File: config.mk
export PLATFORM = sky130hd
export DESIGN_NAME = stack_seq_ctrl
export DESIGN_NICKNAME = d
export VERILOG_FILES = /design/src/rtl/stack_ctrl_pkg.sv /design/src/rtl/stack_sp_calc.sv /design/src/rtl/stack_seq_ctrl.sv
export SDC_FILE = /design/constraint.sdc
export NUM_CORES = 1
export LEC_CHECK = 0
export ABC_AREA = 1
export BUFFER_PORTS_ARGS = -buffer_cell sky130_fd_sc_hd__buf_2
export CAP_MARGIN = 5
export CELL_PAD_IN_SITES_DETAIL_PLACEMENT = 1
export CELL_PAD_IN_SITES_GLOBAL_PLACEMENT = 1
export CORE_MARGIN = 2
export CORE_UTILIZATION = 40
export CTS_BUF_LIST = sky130_fd_sc_hd__clkbuf_4 sky130_fd_sc_hd__clkbuf_8
export DETAILED_ROUTE_END_ITERATION = 10
export GPL_TIMING_DRIVEN = 0
export PLACE_DENSITY_LB_ADDON = 0.12
export REMOVE_ABC_BUFFERS = 1
export SETUP_SLACK_MARGIN = 0.05
export SYNTH_ARGS = -nofsm -noshare
export SYNTH_HDL_FRONTEND = slang
export SYNTH_SLANG_ARGS = --single-unit
File: constraint.sdc
create_clock -name clk -period 4.7 [get_ports clk]
set_input_delay 0.235 -clock clk [delete_from_list [all_inputs] [get_ports clk]]
set_output_delay 0.235 -clock clk [all_outputs]
set_load 0.02 [all_outputs]
File: src/rtl/stack_ctrl_pkg.sv
// Shared types and encodings for the stack sequencer: FSM states, decoded-field
// encodings and the SP update helper.
package stack_ctrl_pkg;

    typedef enum logic [2:0] {
        ST_IDLE,
        ST_RD_TOP,
        ST_RD_NXT,
        ST_EXEC,
        ST_MEM,
        ST_WB
    } state_t;

    localparam logic [1:0] UPD_SP   = 2'b00;
    localparam logic [1:0] UPD_INC  = 2'b01;
    localparam logic [1:0] UPD_DEC2 = 2'b10;
    localparam logic [1:0] UPD_DEC1 = 2'b11;

    localparam logic [1:0] WSRC_NONE = 2'b00;
    localparam logic [1:0] WSRC_ALU  = 2'b01;
    localparam logic [1:0] WSRC_DMEM = 2'b10;
    localparam logic [1:0] WSRC_PC   = 2'b11;

    localparam logic [1:0] PCSRC_TEMP   = 2'b00;
    localparam logic [1:0] PCSRC_BRANCH = 2'b01;
    localparam logic [1:0] PCSRC_POP    = 2'b10;

    // Width-agnostic: callers truncate the result to their SP width, which gives the wrap.
    function automatic logic [31:0] sp_next(input logic [31:0] sp, input logic [1:0] upd);
        case (upd)
            UPD_INC:  return sp + 32'd1;
            UPD_DEC2: return sp - 32'd2;
            UPD_DEC1: return sp - 32'd1;
            default:  return sp;
        endcase
    endfunction

endpackage

File: src/rtl/stack_sp_calc.sv
// Combinational SP arithmetic: next SP, required stack depth and the
// overflow/underflow conditions for one decoded instruction.
module stack_sp_calc
    import stack_ctrl_pkg::*;
#(
    parameter int AW    = 8,
    parameter int DEPTH = 256
) (
    input  logic [AW:0] i_sp,
    input  logic [1:0]  i_upd_mode,
    input  logic [1:0]  i_wr_src,
    input  logic        i_alu_src,
    output logic [AW:0] o_new_sp,
    output logic [1:0]  o_need,
    output logic        o_overflow,
    output logic        o_underflow
);
    localparam int SPW = AW + 1;

    assign o_new_sp = SPW'(sp_next(32'(i_sp), i_upd_mode));

    // NOTE: every always_comb output gets a default first so no path leaves it unassigned (no latch).
    always_comb begin
        o_need = 2'd0;
        if (i_upd_mode == UPD_DEC2 ||
            (i_upd_mode == UPD_DEC1 && i_wr_src == WSRC_ALU && !i_alu_src)) begin
            o_need = 2'd2;
        end else if (i_upd_mode == UPD_DEC1 ||
                     (i_upd_mode == UPD_SP && i_wr_src != WSRC_NONE)) begin
            o_need = 2'd1;
        end
    end

    assign o_overflow  = (i_upd_mode == UPD_INC) && (i_sp == SPW'(DEPTH));
    assign o_underflow = i_sp < SPW'(o_need);

endmodule

File: src/rtl/stack_seq_ctrl.sv
// Multi-cycle stack sequencer: operand fetch, ALU strobe, dmem access, writeback, SP/PC update.
// Optional `STACK_BOUNDS_CHECK_EN rejects under/overflowing instructions at accept and sets err.
module stack_seq_ctrl
    import stack_ctrl_pkg::*;
#(
    parameter int DW    = 32,
    parameter int AW    = 8,
    parameter int DEPTH = 256
) (
    input  logic          clk,
    input  logic          rst_n,
    input  logic          instr_valid,
    output logic          instr_ready,
    input  logic          alu_op,
    input  logic [1:0]    pc_src,
    input  logic          mem_read,
    input  logic          mem_write,
    input  logic [1:0]    wr_src,
    input  logic          alu_src,
    input  logic [1:0]    upd_mode,
    output logic          alu_op_q,
    output logic [AW-1:0] stk_addr,
    output logic          stk_re,
    output logic          stk_we,
    output logic [DW-1:0] stk_wdata,
    input  logic [DW-1:0] stk_rdata,
    output logic [DW-1:0] op_top,
    output logic [DW-1:0] op_nxt,
    output logic          alu_go,
    input  logic [DW-1:0] alu_result,
    output logic          dmem_req,
    output logic          dmem_we,
    input  logic          dmem_ack,
    input  logic [DW-1:0] dmem_rdata,
    input  logic [DW-1:0] pc_plus1,
    output logic          pc_we,
    output logic [1:0]    pc_sel,
    output logic [AW:0]   sp,
    output logic          done,
    output logic          err
);
    localparam int SPW = AW + 1;

    state_t         r_state, w_state_nxt;
    logic [SPW-1:0] r_sp;
    logic [DW-1:0]  r_op_top, r_op_nxt, r_alu_q, r_dmem_q;
    logic           r_alu_op, r_mem_read, r_mem_write, r_alu_src, r_abort, r_exec_d;
    logic [1:0]     r_pc_src, r_wr_src, r_upd_mode;

    logic           w_accept, w_bounds_fail, w_overflow, w_underflow;
    logic [SPW-1:0] w_new_sp;
    logic [1:0]     w_need, w_calc_upd, w_calc_wr;
    logic           w_calc_src;

    assign w_accept = instr_valid && (r_state == ST_IDLE);

    // In IDLE the bounds check looks at the incoming fields; afterwards at the latched ones.
    assign w_calc_upd = (r_state == ST_IDLE) ? upd_mode : r_upd_mode;
    assign w_calc_wr  = (r_state == ST_IDLE) ? wr_src   : r_wr_src;
    assign w_calc_src = (r_state == ST_IDLE) ? alu_src  : r_alu_src;

    stack_sp_calc #(.AW(AW), .DEPTH(DEPTH)) u_sp_calc (
        .i_sp        (r_sp),
        .i_upd_mode  (w_calc_upd),
        .i_wr_src    (w_calc_wr),
        .i_alu_src   (w_calc_src),
        .o_new_sp    (w_new_sp),
        .o_need      (w_need),
        .o_overflow  (w_overflow),
        .o_underflow (w_underflow)
    );

`ifdef STACK_BOUNDS_CHECK_EN
    logic r_err;
    assign w_bounds_fail = w_overflow | w_underflow;
    always_ff @(posedge clk or negedge rst_n) begin
        if (!rst_n)                         r_err <= 1'b0;
        else if (w_accept && w_bounds_fail) r_err <= 1'b1;
    end
    assign err = r_err;
`else
    logic w_unused_bounds;
    assign w_unused_bounds = w_overflow | w_underflow | (|w_need);
    assign w_bounds_fail   = 1'b0;
    assign err             = 1'b0;
`endif

    // NOTE: sequential state uses non-blocking assignments so every flop samples pre-edge values.
    always_ff @(posedge clk or negedge rst_n) begin
        if (!rst_n) r_state <= ST_IDLE;
        else        r_state <= w_state_nxt;
    end

    always_comb begin
        w_state_nxt = r_state;
        instr_ready = 1'b0;
        stk_re      = 1'b0;
        stk_we      = 1'b0;
        stk_addr    = '0;
        stk_wdata   = '0;
        alu_go      = 1'b0;
        dmem_req    = 1'b0;
        pc_we       = 1'b0;
        done        = 1'b0;
        unique case (r_state)
            ST_IDLE: begin
                instr_ready = 1'b1;
                if (instr_valid) w_state_nxt = w_bounds_fail ? ST_WB : ST_RD_TOP;
            end
            ST_RD_TOP: begin
                stk_re      = (r_sp >= SPW'(1));
                stk_addr    = AW'(r_sp - SPW'(1));
                w_state_nxt = ST_RD_NXT;
            end
            ST_RD_NXT: begin
                stk_re      = (r_sp >= SPW'(2));
                stk_addr    = AW'(r_sp - SPW'(2));
                w_state_nxt = ST_EXEC;
            end
            ST_EXEC: begin
                alu_go      = 1'b1;
                w_state_nxt = (r_mem_read || r_mem_write) ? ST_MEM : ST_WB;
            end
            ST_MEM: begin
                dmem_req = 1'b1;
                if (dmem_ack) w_state_nxt = ST_WB;
            end
            ST_WB: begin
                done        = 1'b1;
                w_state_nxt = ST_IDLE;
                if (!r_abort) begin
                    pc_we = 1'b1;
                    if (r_wr_src != WSRC_NONE) begin
                        stk_we   = 1'b1;
                        stk_addr = AW'(w_new_sp - SPW'(1));
                        unique case (r_wr_src)
                            WSRC_ALU:  stk_wdata = r_exec_d ? alu_result : r_alu_q;
                            WSRC_DMEM: stk_wdata = r_dmem_q;
                            WSRC_PC:   stk_wdata = pc_plus1;
                            default:   stk_wdata = '0;
                        endcase
                    end
                end
            end
            default: w_state_nxt = ST_IDLE;
        endcase
    end

    always_ff @(posedge clk or negedge rst_n) begin
        if (!rst_n) begin
            r_sp        <= '0;
            r_op_top    <= '0;
            r_op_nxt    <= '0;
            r_alu_q     <= '0;
            r_dmem_q    <= '0;
            r_alu_op    <= 1'b0;
            r_pc_src    <= 2'b00;
            r_mem_read  <= 1'b0;
            r_mem_write <= 1'b0;
            r_wr_src    <= 2'b00;
            r_alu_src   <= 1'b0;
            r_upd_mode  <= 2'b00;
            r_abort     <= 1'b0;
            r_exec_d    <= 1'b0;
        end else begin
            r_exec_d <= (r_state == ST_EXEC);
            if (w_accept) begin
                r_alu_op    <= alu_op;
                r_pc_src    <= pc_src;
                r_mem_read  <= mem_read;
                r_mem_write <= mem_write;
                r_wr_src    <= wr_src;
                r_alu_src   <= alu_src;
                r_upd_mode  <= upd_mode;
                r_abort     <= w_bounds_fail;
            end
            if (r_state == ST_RD_NXT) r_op_top <= (r_sp >= SPW'(1)) ? stk_rdata : '0;
            if (r_state == ST_EXEC)   r_op_nxt <= (r_sp >= SPW'(2)) ? stk_rdata : '0;
            // The ALU result is held so a dmem wait cannot lose it.
            if (r_exec_d)                      r_alu_q  <= alu_result;
            if (r_state == ST_MEM && dmem_ack) r_dmem_q <= dmem_rdata;
            if (r_state == ST_WB && !r_abort)  r_sp     <= w_new_sp;
        end
    end

    assign alu_op_q = r_alu_op;
    assign pc_sel   = r_pc_src;
    assign dmem_we  = dmem_req & r_mem_write;
    assign op_top   = r_op_top;
    assign op_nxt   = r_op_nxt;
    assign sp       = r_sp;

endmodule

Word-level counts from Yosys, hierarchy flattened
Cells that the tools add are included.

word-level totals
  output and inout bits = 125
  word-level logic and storage cells = 62
  latch bits = 0
  register bits = 150
  RAM bits = 0
  memory bits (read-only) = 0
  memories = 0

operators by class
  shift-type cells = 0
  divide/modulo/power cells = 0
  muxes and demuxes = 21
  magnitude comparators = 2
  equality and inequality tests = 13
  reductions and logical operators = 6
  multipliers = 0
  add/sub/neg operators = 6
  bitwise logic cells = 1

operators with widths
  kind                                                  count
  two-way mux 32 bit                                    5
  case mux 32 bit (3 select lines)                      1
  case mux 9 bit (3 select lines)                       1
  case mux 8 bit (3 select lines)                       1
  subtractor 8 x 1 -> 8 bit (second input constant)     2
  case mux 3 bit (5 select lines)                       1
  adder 9 x 1 -> 9 bit (second input constant)          1
  >= comparator 9 x 1 -> 1 bit (second input constant)  1
  >= comparator 9 x 2 -> 1 bit (second input constant)  1
  subtractor 9 x 1 -> 9 bit (second input constant)     1
  subtractor 9 x 2 -> 9 bit (second input constant)     1
  == test 2 bit (second input constant)                 4
  two-way mux 8 bit                                     1
  subtractor 8 x 2 -> 8 bit (second input constant)     1
  two-way mux 1 bit                                     7
  == test 3 x 2 -> 1 bit (second input constant)        2
  == test 3 bit (second input constant)                 2
  two-way mux 3 bit                                     2
  == test 2 x 1 -> 1 bit (second input constant)        2
  != test 2 bit (second input constant)                 2
  == test 3 x 1 -> 1 bit (second input constant)        1
  zero test 3 bit                                       1
  logical AND 1 bit                                     2
  two-way mux 2 bit                                     1
  5 further kinds                                       5

Longest topological paths before layout
Gate-level depths: netlist of run 1.

  depth after elaboration = 7
  gate-level depth with buffers = 16
  mapped depth without buffers = 16

Modules after synthesis
A second synthesis of run 1 with hierarchy kept.

unflattened totals
  cells, all modules = 1,143
  area total of the unflattened synthesis = 8,291.7 µm²

modules (own cells, without submodules)
  module          times used  cells each  area each (µm²)
  stack_seq_ctrl  1           989         7,518.5
  stack_sp_calc   1           154         773.2

Worst setup path after synthesis of run 1
OpenSTA, ideal clock, no wires.

  path type = reg2out
  start = reg r_sp[2] (netlist: sp[2])
  end = out stk_addr[5]
  required time = 4.465 ns
  data arrival time = 2.132 ns
  path slack = 2.333 ns
  buffers on the path = 2
  stages on the path, launching flop included = 13
  path through = dfrtp_1 -> buf_2 -> inv_1 -> ha_1 -> clkbuf_1 -> nand2_1 -> nand2_1 -> nand2_1 -> nand3_1 -> nand4_4 -> nor2_4 -> a21oi_1 -> o21bai_1

on the way
  longest elaborated chain between the ends = 5
  elaborated cells on any way between the ends = 9

ends and longest elaborated chain
  what                                               line                   RTL
  from (decl)                                        stack_seq_ctrl.sv:45   logic [SPW-1:0] r_sp;
  from (signal assigned)                             stack_seq_ctrl.sv:182  if (r_state == ST_WB && !r_abort) r_sp <= w_new_sp;
  subtractor 9 x 1 -> 9 bit (tied with other cells)  stack_ctrl_pkg.sv:33   UPD_DEC1: return sp - 32'd1;
  case mux 9 bit (3 select lines)                    stack_ctrl_pkg.sv:30   case (upd)
  subtractor 8 x 1 -> 8 bit                          stack_seq_ctrl.sv:135  stk_addr = AW'(w_new_sp - SPW'(1));
  two-way mux 8 bit                                  stack_seq_ctrl.sv:133  if (r_wr_src != WSRC_NONE) begin
  case mux 8 bit (3 select lines) *                  stack_seq_ctrl.sv:105  unique case (r_state)
  to (decl)                                          stack_seq_ctrl.sv:22   output logic [AW-1:0] stk_addr,

Mark *: on every way between the ends. The rest lies on a longest branch, timed or not.

Worst setup path in the final report of run 1
  start = reg r_state[0]
  end = out stk_addr[2]

on the way
  longest elaborated chain between the ends = 7
  elaborated cells on any way between the ends = 12

ends and longest elaborated chain
  what                                                     line                   RTL
  from (decl)                                              stack_seq_ctrl.sv:44   state_t r_state, w_state_nxt;
  from (signal assigned)                                   stack_seq_ctrl.sv:91   else r_state <= w_state_nxt;
  zero test 3 bit                                          stack_seq_ctrl.sv:58   assign w_calc_upd = (r_state == ST_IDLE) ? upd_mode : r_upd_mode;
  two-way mux 2 bit                                        stack_seq_ctrl.sv:58
  == test 2 bit or == test 2 x 1 -> 1 bit (tied branches)  --
  case mux 9 bit (3 select lines)                          stack_ctrl_pkg.sv:30
  subtractor 8 x 1 -> 8 bit                                stack_seq_ctrl.sv:135
  two-way mux 8 bit                                        stack_seq_ctrl.sv:133
  case mux 8 bit (3 select lines) *                        stack_seq_ctrl.sv:105

Marked as above.

==> results of run 1 <==
## placed cells by master, fill, tap and decap left out, types with 3 or more instances in the layout
| cell | n |
|---|---|
| a21oi_1 | 5 |
| a31oi_1 | 32 |
| buf_2 | 263 |
| buf_8 | 4 |
| bufinv_16 | 3 |
| clkbuf_4 | 3 |
| clkbuf_8 | 17 |
| clkinvlp_4 | 3 |
| dfrtp_1 | 150 |
| dlygate4sd3_1 | 49 |
| ha_1 | 8 |
| inv_1 | 40 |
| inv_2 | 5 |
| inv_6 | 3 |
| mux2_2 | 36 |
| nand2_1 | 415 |
| nand2_2 | 5 |
| nand3_1 | 40 |
| nand3_2 | 4 |
| nand4_1 | 10 |
| nand4_2 | 3 |
| nor2_1 | 14 |
| nor2_2 | 6 |
| nor2_4 | 6 |
| o21ai_0 | 74 |
| o21ai_1 | 6 |
| xor2_1 | 7 |
## final cells by class
type / count / share of cell area (%)
Clock inverter: 10 / 1.47
Tap cell: 234 / 2.91
Timing Repair Buffer: 318 / 19.0
Inverter: 45 / 1.68
Multi-Input combinational cell: 694 / 35.1
Sequential cell: 150 / 37.3
Clock buffer: 20 / 2.55
Antenna cell: 1 / 0.0249
## state kept, by name, summed over array words and instances (netlist names), 2 cells and up
signal / flops
op_top: 32
sp: 9
r_dmem_q: 32
pc_sel: 2
r_alu_q: 32
op_nxt: 32
r_state: 3
r_upd_mode: 2
r_wr_src: 2
## final timing paths
path	slack, ns	cells past startpoint	to	startpoint
min reg2reg	0.47	2	r_alu_q[26]$_DFF_PN0_	r_alu_q[26]$_DFF_PN0_
max	1.14	7	stk_addr[2]	r_state[0]$_DFFE_PN0P_
max reg2reg	1.90	7	op_nxt[9]$_DFFE_PN0P_	r_state[1]$_DFFE_PN0P_
max in group asynchronous	3.57	3	op_top[27]$_DFFE_PN0P_	rst_n
min in group asynchronous	0.28	2	r_dmem_q[27]$_DFFE_PN0P_	rst_n
min	0.03	2	r_dmem_q[13]$_DFFE_PN0P_	dmem_rdata[13]
## kinds of logic after synthesis
kind of cell | count (synthesis) | synth area share (%)
multiplexers | 36 | 5.28
adder cells (fa/ha/maj) | 8 | 1.30
other | 1 | 0.0488
AO/OA/AOI/OAI | 130 | 9.71
buffers and inverters | 100 | 5.70
XOR/XNOR | 7 | 0.799
flip-flops | 150 | 48.9
AND/OR/NAND/NOR | 512 | 28.3
## worst max-delay path, cell delays in order (launching register included)
cell and delay, ns:
dfrtp_1 0.49, inv_1 0.15, nor3_2 0.78, inv_2 0.58, a21oi_4 0.43, nand2_1 0.11, o211ai_1 0.11, buf_2 0.21
## stage by stage
stage          setup TNS [ns]  power [µW]  hold slack [ns]  cell area [µm²]  cells
6_report                    0        7360           0.0282            10100   1472
5_1_grt                     0        7990          0.00806            10100   1472
4_1_cts                     0        7410          0.00103            10100   1471
3_5_place_dp                0        6300            0.207             9170   1392
3_3_place_gp            -1.46        6120            0.451             9020   1387
2_1_floorplan               0        4890          -0.0606             7410    889
## synthesized netlist by cell type, drive strengths merged
master	number	area share, %
xor2	7	0.80
a21oi	6	0.54
buf	25	2.0
o21ai	80	5.2
nor3	4	0.33
mux2	36	5.3
nor2	27	2.1
nand4	15	1.9
ha	8	1.3
dfrtp	150	49
a311oi	1	0.20
conb	1	0.049
clkbuf	30	1.5
o211ai	2	0.20
a22o	1	0.11
inv	45	2.2
nand3	44	3.1
or2	1	0.082
o221ai	2	0.23
nand2	421	21
o21bai	2	0.20
o22ai	2	0.16
a31oi	33	2.8
a21o	1	0.098
## power by group through the flow
stage | Clock [µW] | Combinational [µW] | Sequential (µW)
CTS | 1080 | 3960 | 2370
global placement | 0 | 3770 | 2350
finish | 1060 | 3920 | 2370
global route | 1140 | 4400 | 2460
floorplan | 0 | 2210 | 2680
detailed placement | 0 | 3920 | 2380
## per-layer routing
layer	share of wire (%)	vias up
li1	-	3624
met5	0	-
met1	43	3642
met4	1.4	0
met2	48	223
met3	8.0	31
==> flow_summary.yaml, run 1 <==
sta:
  max_freq_mhz: 281
  worstMarginPinSlew_ns: 1.23
  clock_tree_skew_after_final_layout_ns: 0.0176
  grt_setup_unrepaired: "no"
  timing.max_slew.rel_slack_pct: 18.2
  hold_violations: 0
  final_period_minus_worst_setup_slack_ns: 3.56
  report.final.setup_viol: 0
  timing.final.crit_share_pct: 75.8
  maxSlewViolCount: 0
  final_critical_path_setup_slack_ns: 1.14
floorplan:
  floorplan.io_pins: 267
  initial_utilization_pct: 40.9
  die_w_um: 143
  floorplan.die.height_um: 143
  row_count: 50
  fp.coreArea_mm2: 0.0188
  dieArea_mm2: 0.0203
synthesis:
  synth.ff_latch_count: 150
  synth_area_per_cell_um2: 8.13
  yosys.cell_types.count: 40
  synth.yosys.warnings: 0
  seq_area_frac_synth_pct: 48.9
  post_synth_inst_count: 944
  syn_area_mm2: 0.00768
clock_tree:
  worst_setup_hold_path_clk_slew_ns: 0.09
  cts_resized: 0
  ctsLongestPathBuffers: 2
  clockRootBuffer: "clkbuf_8"
  cts_htree_levels: 4
  clock_tree_from_tritoncts: "yes"
  cts_post_setup_buffers_inserted: 0
  numClockSinks: 150
  hold_buffers: 49
  cts_inserted_buffers: 17
  worstSkewPairLatency_ns: 0.45
flow_run:
  drv.max_cap_violation_count: 0
cells_and_area:
  finish.net_count: 1376
  area_growth_pct: 31.2
  finish.utilization_pct: 53.7
  total_area_of_multi_input_combinational_cells_mm2: 0.00353
  drive_gt1_share_pct: 30.2
  fillerInstances: 2383
  area.sequential_mm2: 0.00375
pwr:
  seq_power_share_pct: 32.3
  power.leakage_uw: 0.00514
  sw_frac_of_total_pct: 48.9
  powerDensity_mw_per_mm2: 730
  power.switching_uw: 3600
  clock_power_share_pct: 14.4
  power.share.combinational_pct: 53.4
  p_int_uw: 3760
  irDropWorstVdd_mv: 0.391
grt:
  globalRoute.totalOverflow: 0
  grtUsageMet1_pct: 31.8
  grt_start_max_net_pins: 92
  number_of_antenna_violations_at_the_first_check_in_global_routing: 1
  first_global_vias: 7953
  grt_pass1_wl_mm: 41.4
  grt_use_total_pct: 26.0
  grt_util_met2_pct: 44.4
  grt_most_used_layer: "met2"
  grtUsageMet3_pct: 8.04
placed_design:
  detailed_place_hpwl_mm: 17.5
  portBuffers: 264
  detailedPlace.worstSlack_ns: 1.55
  globalplace.congestion: 0.868
route:
  detail_route.vias_per_cell: 5.11
  first_pass_iters: 4
  detail_route.wl_per_cell_um: 17.6
  via_count: 7520
  drt_iter0_drc: 336
  drcViolationCount: 0
  detail_route.wirelength_mm: 26.0
  drtAntennaViolNets: 0
setup_path:
  critPathMaxFanout: 38
  setup.worst_path.class: "reg2out"
  crit_path_end_kind: "primary output"
  critPathArrivalTime_ns: 3.33
  timing.critical_path.required_ns: 4.47
  cp_startpoint_kind: "flop"
worst_hold_path:
  type_of_the_tightest_min_delay_check: "in2reg"
run_status:
  status: "finished, final reports clean"
No activity file was read; power rests on OpenSTA's default activity.
==> run 2, diff against run 1 <==
CORE_UTILIZATION = 34   (was 40)
clock period = 3.04 ns   (was 4.7 ns; I/O delays follow)
==> run 2 against run 1 <==
Setup slack got worse by 0.96 ns. Worst hold slack improved by 0.14 ns. Via count increased by 4.9%. First-iteration DRC count increased by 9.2%. Clock-buffer cell count decreased by 3. Power increased by 62%. Clock power increased by 45%. Sequential share of layout area decreased by 3.1 points. Design area increased by 9.4%.
==> flow_summary.yaml, run 2 (same netlist as run 1, synthesis figures left out) <==
run_status:
  status: "finished, final reports clean"
setup_path:
  critPathArrivalTime_ns: 2.71
  crit_path_end_kind: "primary output"
  setup.worst_path.class: "reg2out"
  critPathMaxFanout: 9
  cp_startpoint_kind: "flop"
  timing.critical_path.required_ns: 2.89
flow_run:
  drv.max_cap_violation_count: 0
cells_and_area:
  most_frequent_cells_in_the_layout: "409 x nand2_1, 261 x buf_2, 143 x dfrtp_1"
  finalInstanceArea_mm2: 0.0110
  area_growth_pct: 43.4
  layoutNonFillerInstCount: 1603
  drive_gt1_share_pct: 31.9
  layout.cells.most_common: "nand2_1"
  finish.net_count: 1460
  fillerInstances: 2722
sta:
  report.final.setup_viol: 0
  timing.final.crit_share_pct: 94.1
  final_period_minus_worst_setup_slack_ns: 2.86
  max_freq_mhz: 350
  setup_total_negative_slack_ns: 0
  clock_tree_skew_after_final_layout_ns: 0.0235
  grt_setup_unrepaired: "yes"
  worstMarginPinSlew_ns: 1.19
  hold_violations: 0
  timing.max_slew.rel_slack_pct: 20.3
  maxSlewViolCount: 0
route:
  drtAntennaViolNets: 0
  via_count: 7887
  drt_iter0_drc: 367
  detail_route.wirelength_mm: 28.4
  drcViolationCount: 0
  detail_route.vias_per_cell: 4.92
  first_pass_iters: 4
  detail_route.wl_per_cell_um: 17.7
floorplan:
  dieArea_mm2: 0.0238
  floorplan.die.height_um: 154
  initial_utilization_pct: 34.9
  fp.coreArea_mm2: 0.0220
  row_count: 54
  die_w_um: 154
  floorplan.io_pins: 267
clock_tree:
  clock_tree_from_tritoncts: "yes"
  cts_htree_levels: 4
  worstSkewPairLatency_ns: 0.45
  ctsLongestPathBuffers: 2
  worst_setup_hold_path_clk_slew_ns: 0.10
  clockRootBuffer: "clkbuf_8"
  cts_inserted_buffers: 17
  numClockSinks: 150
pwr:
  power_uw: 11900
  irDropWorstVdd_mv: 0.380
  power.leakage_uw: 0.00549
  powerDensity_mw_per_mm2: 1080
placed_design:
  portBuffers: 264
  detailed_place.area_mm2: 0.00925
  detailed_place_hpwl_mm: 18.1
  globalplace.congestion: 0.810
  dp.cells: 1439
grt:
  grt_use_total_pct: 23.5
  globalRoute.totalOverflow: 0
  grt_start_max_net_pins: 111
  first_global_vias: 8254
  grt_pass1_wl_mm: 44.4
  number_of_antenna_violations_at_the_first_check_in_global_routing: 1
worst_hold_path:
  type_of_the_tightest_min_delay_check: "in2async"
[run 2: changes by cell type in the layout (fill, tap and decap cells not counted), sizes merged]
cell | before | now
buf | 269 | 292
bufinv | 3 | 1
clkbuf | 20 | 17
clkinv | 1 | 4
clkinvlp | 3 | 7
dlygate4sd3 | 49 | 108
inv | 48 | 49
[run 2: through the flow]
step	setup slack (ns)	hold WS [ns]	util [%]
after detailed placement	0.131	0.0601	42.0
after global placement	-2.08	0.382	41.2
after global routing	-0.0497	0.171	50.0
after CTS	0.0469	0.156	49.1
final	0.179	0.164	50.0
after floorplan	-0.884	-0.144	-
[run 2: critical path: stages, from the launching register on]
cell,delay [ns]
dfrtp_2,0.44
nor2_4,0.20
buf_4,0.15
nand3_1,0.10
nand2_4,0.17
nand3_1,0.13
nand2_2,0.10
inv_1,0.05
ha_2,0.20
buf_4,0.13
xor2_1,0.15
nand2_1,0.08
o211ai_1,0.16
buf_4,0.20
[run 2: worst paths after layout]
path / slack, ns / to / startpoint / depth (start not counted)
setup / recovery: 0.18 / stk_addr[2] / r_state[1]$_DFFE_PN0P_ / 13
max in group asynchronous: 1.94 / sp[2]$_DFFE_PN0P_ / rst_n / 3
hold / removal: 0.16 / r_dmem_q[6]$_DFFE_PN0P_ / rst_n / 2
hold reg to reg: 0.48 / r_alu_q[27]$_DFF_PN0_ / r_alu_q[27]$_DFF_PN0_ / 2
min in group clk: 0.46 / r_alu_q[3]$_DFF_PN0_ / alu_result[3] / 4
setup reg to reg: 0.28 / op_nxt[15]$_DFFE_PN0P_ / r_state[2]$_DFFE_PN0P_ / 6
[run 2: timing repair]
item                                    in CTS  in global routing
endpoints found under the setup margin      41                 37
cloned                                       1                  1
resized for setup                           13                 25
setup buffers                                8                 14
hold buffers                               108                  0
hold endpoints to repair                   177                  0
pin swaps                                    4                 10
[run 2: cell type report]
class	instances	area, µm²	area share [%]
Sequential cell	150	3760	34.2
Multi-Input combinational cell	694	3630	33.0
Timing Repair Buffer	400	2690	24.4
Tap cell	280	350	3.18
Clock buffer	17	234	2.12
Inverter	45	185	1.68
Clock inverter	14	144	1.31
Timing Repair inverter	2	15.0	0.136
Antenna cell	1	2.50	0.0227
[run 2: where the power goes]
group,switching (µW),internal [µW],leakage (µW)
Sequential,667,2980,0.00183
Combinational,4370,2360,0.00347
Clock,869,669,0.000189
Total,5900,6000,0.00549
[run 2: metal layers]
metal,vias to the layer above,track usage [%],routed length (µm)
met2,213,41.0,14100
li1,3788,-,-
met4,0,6.97,503
met1,3854,29.3,12400
met3,32,5.21,1420
met5,-,0,0
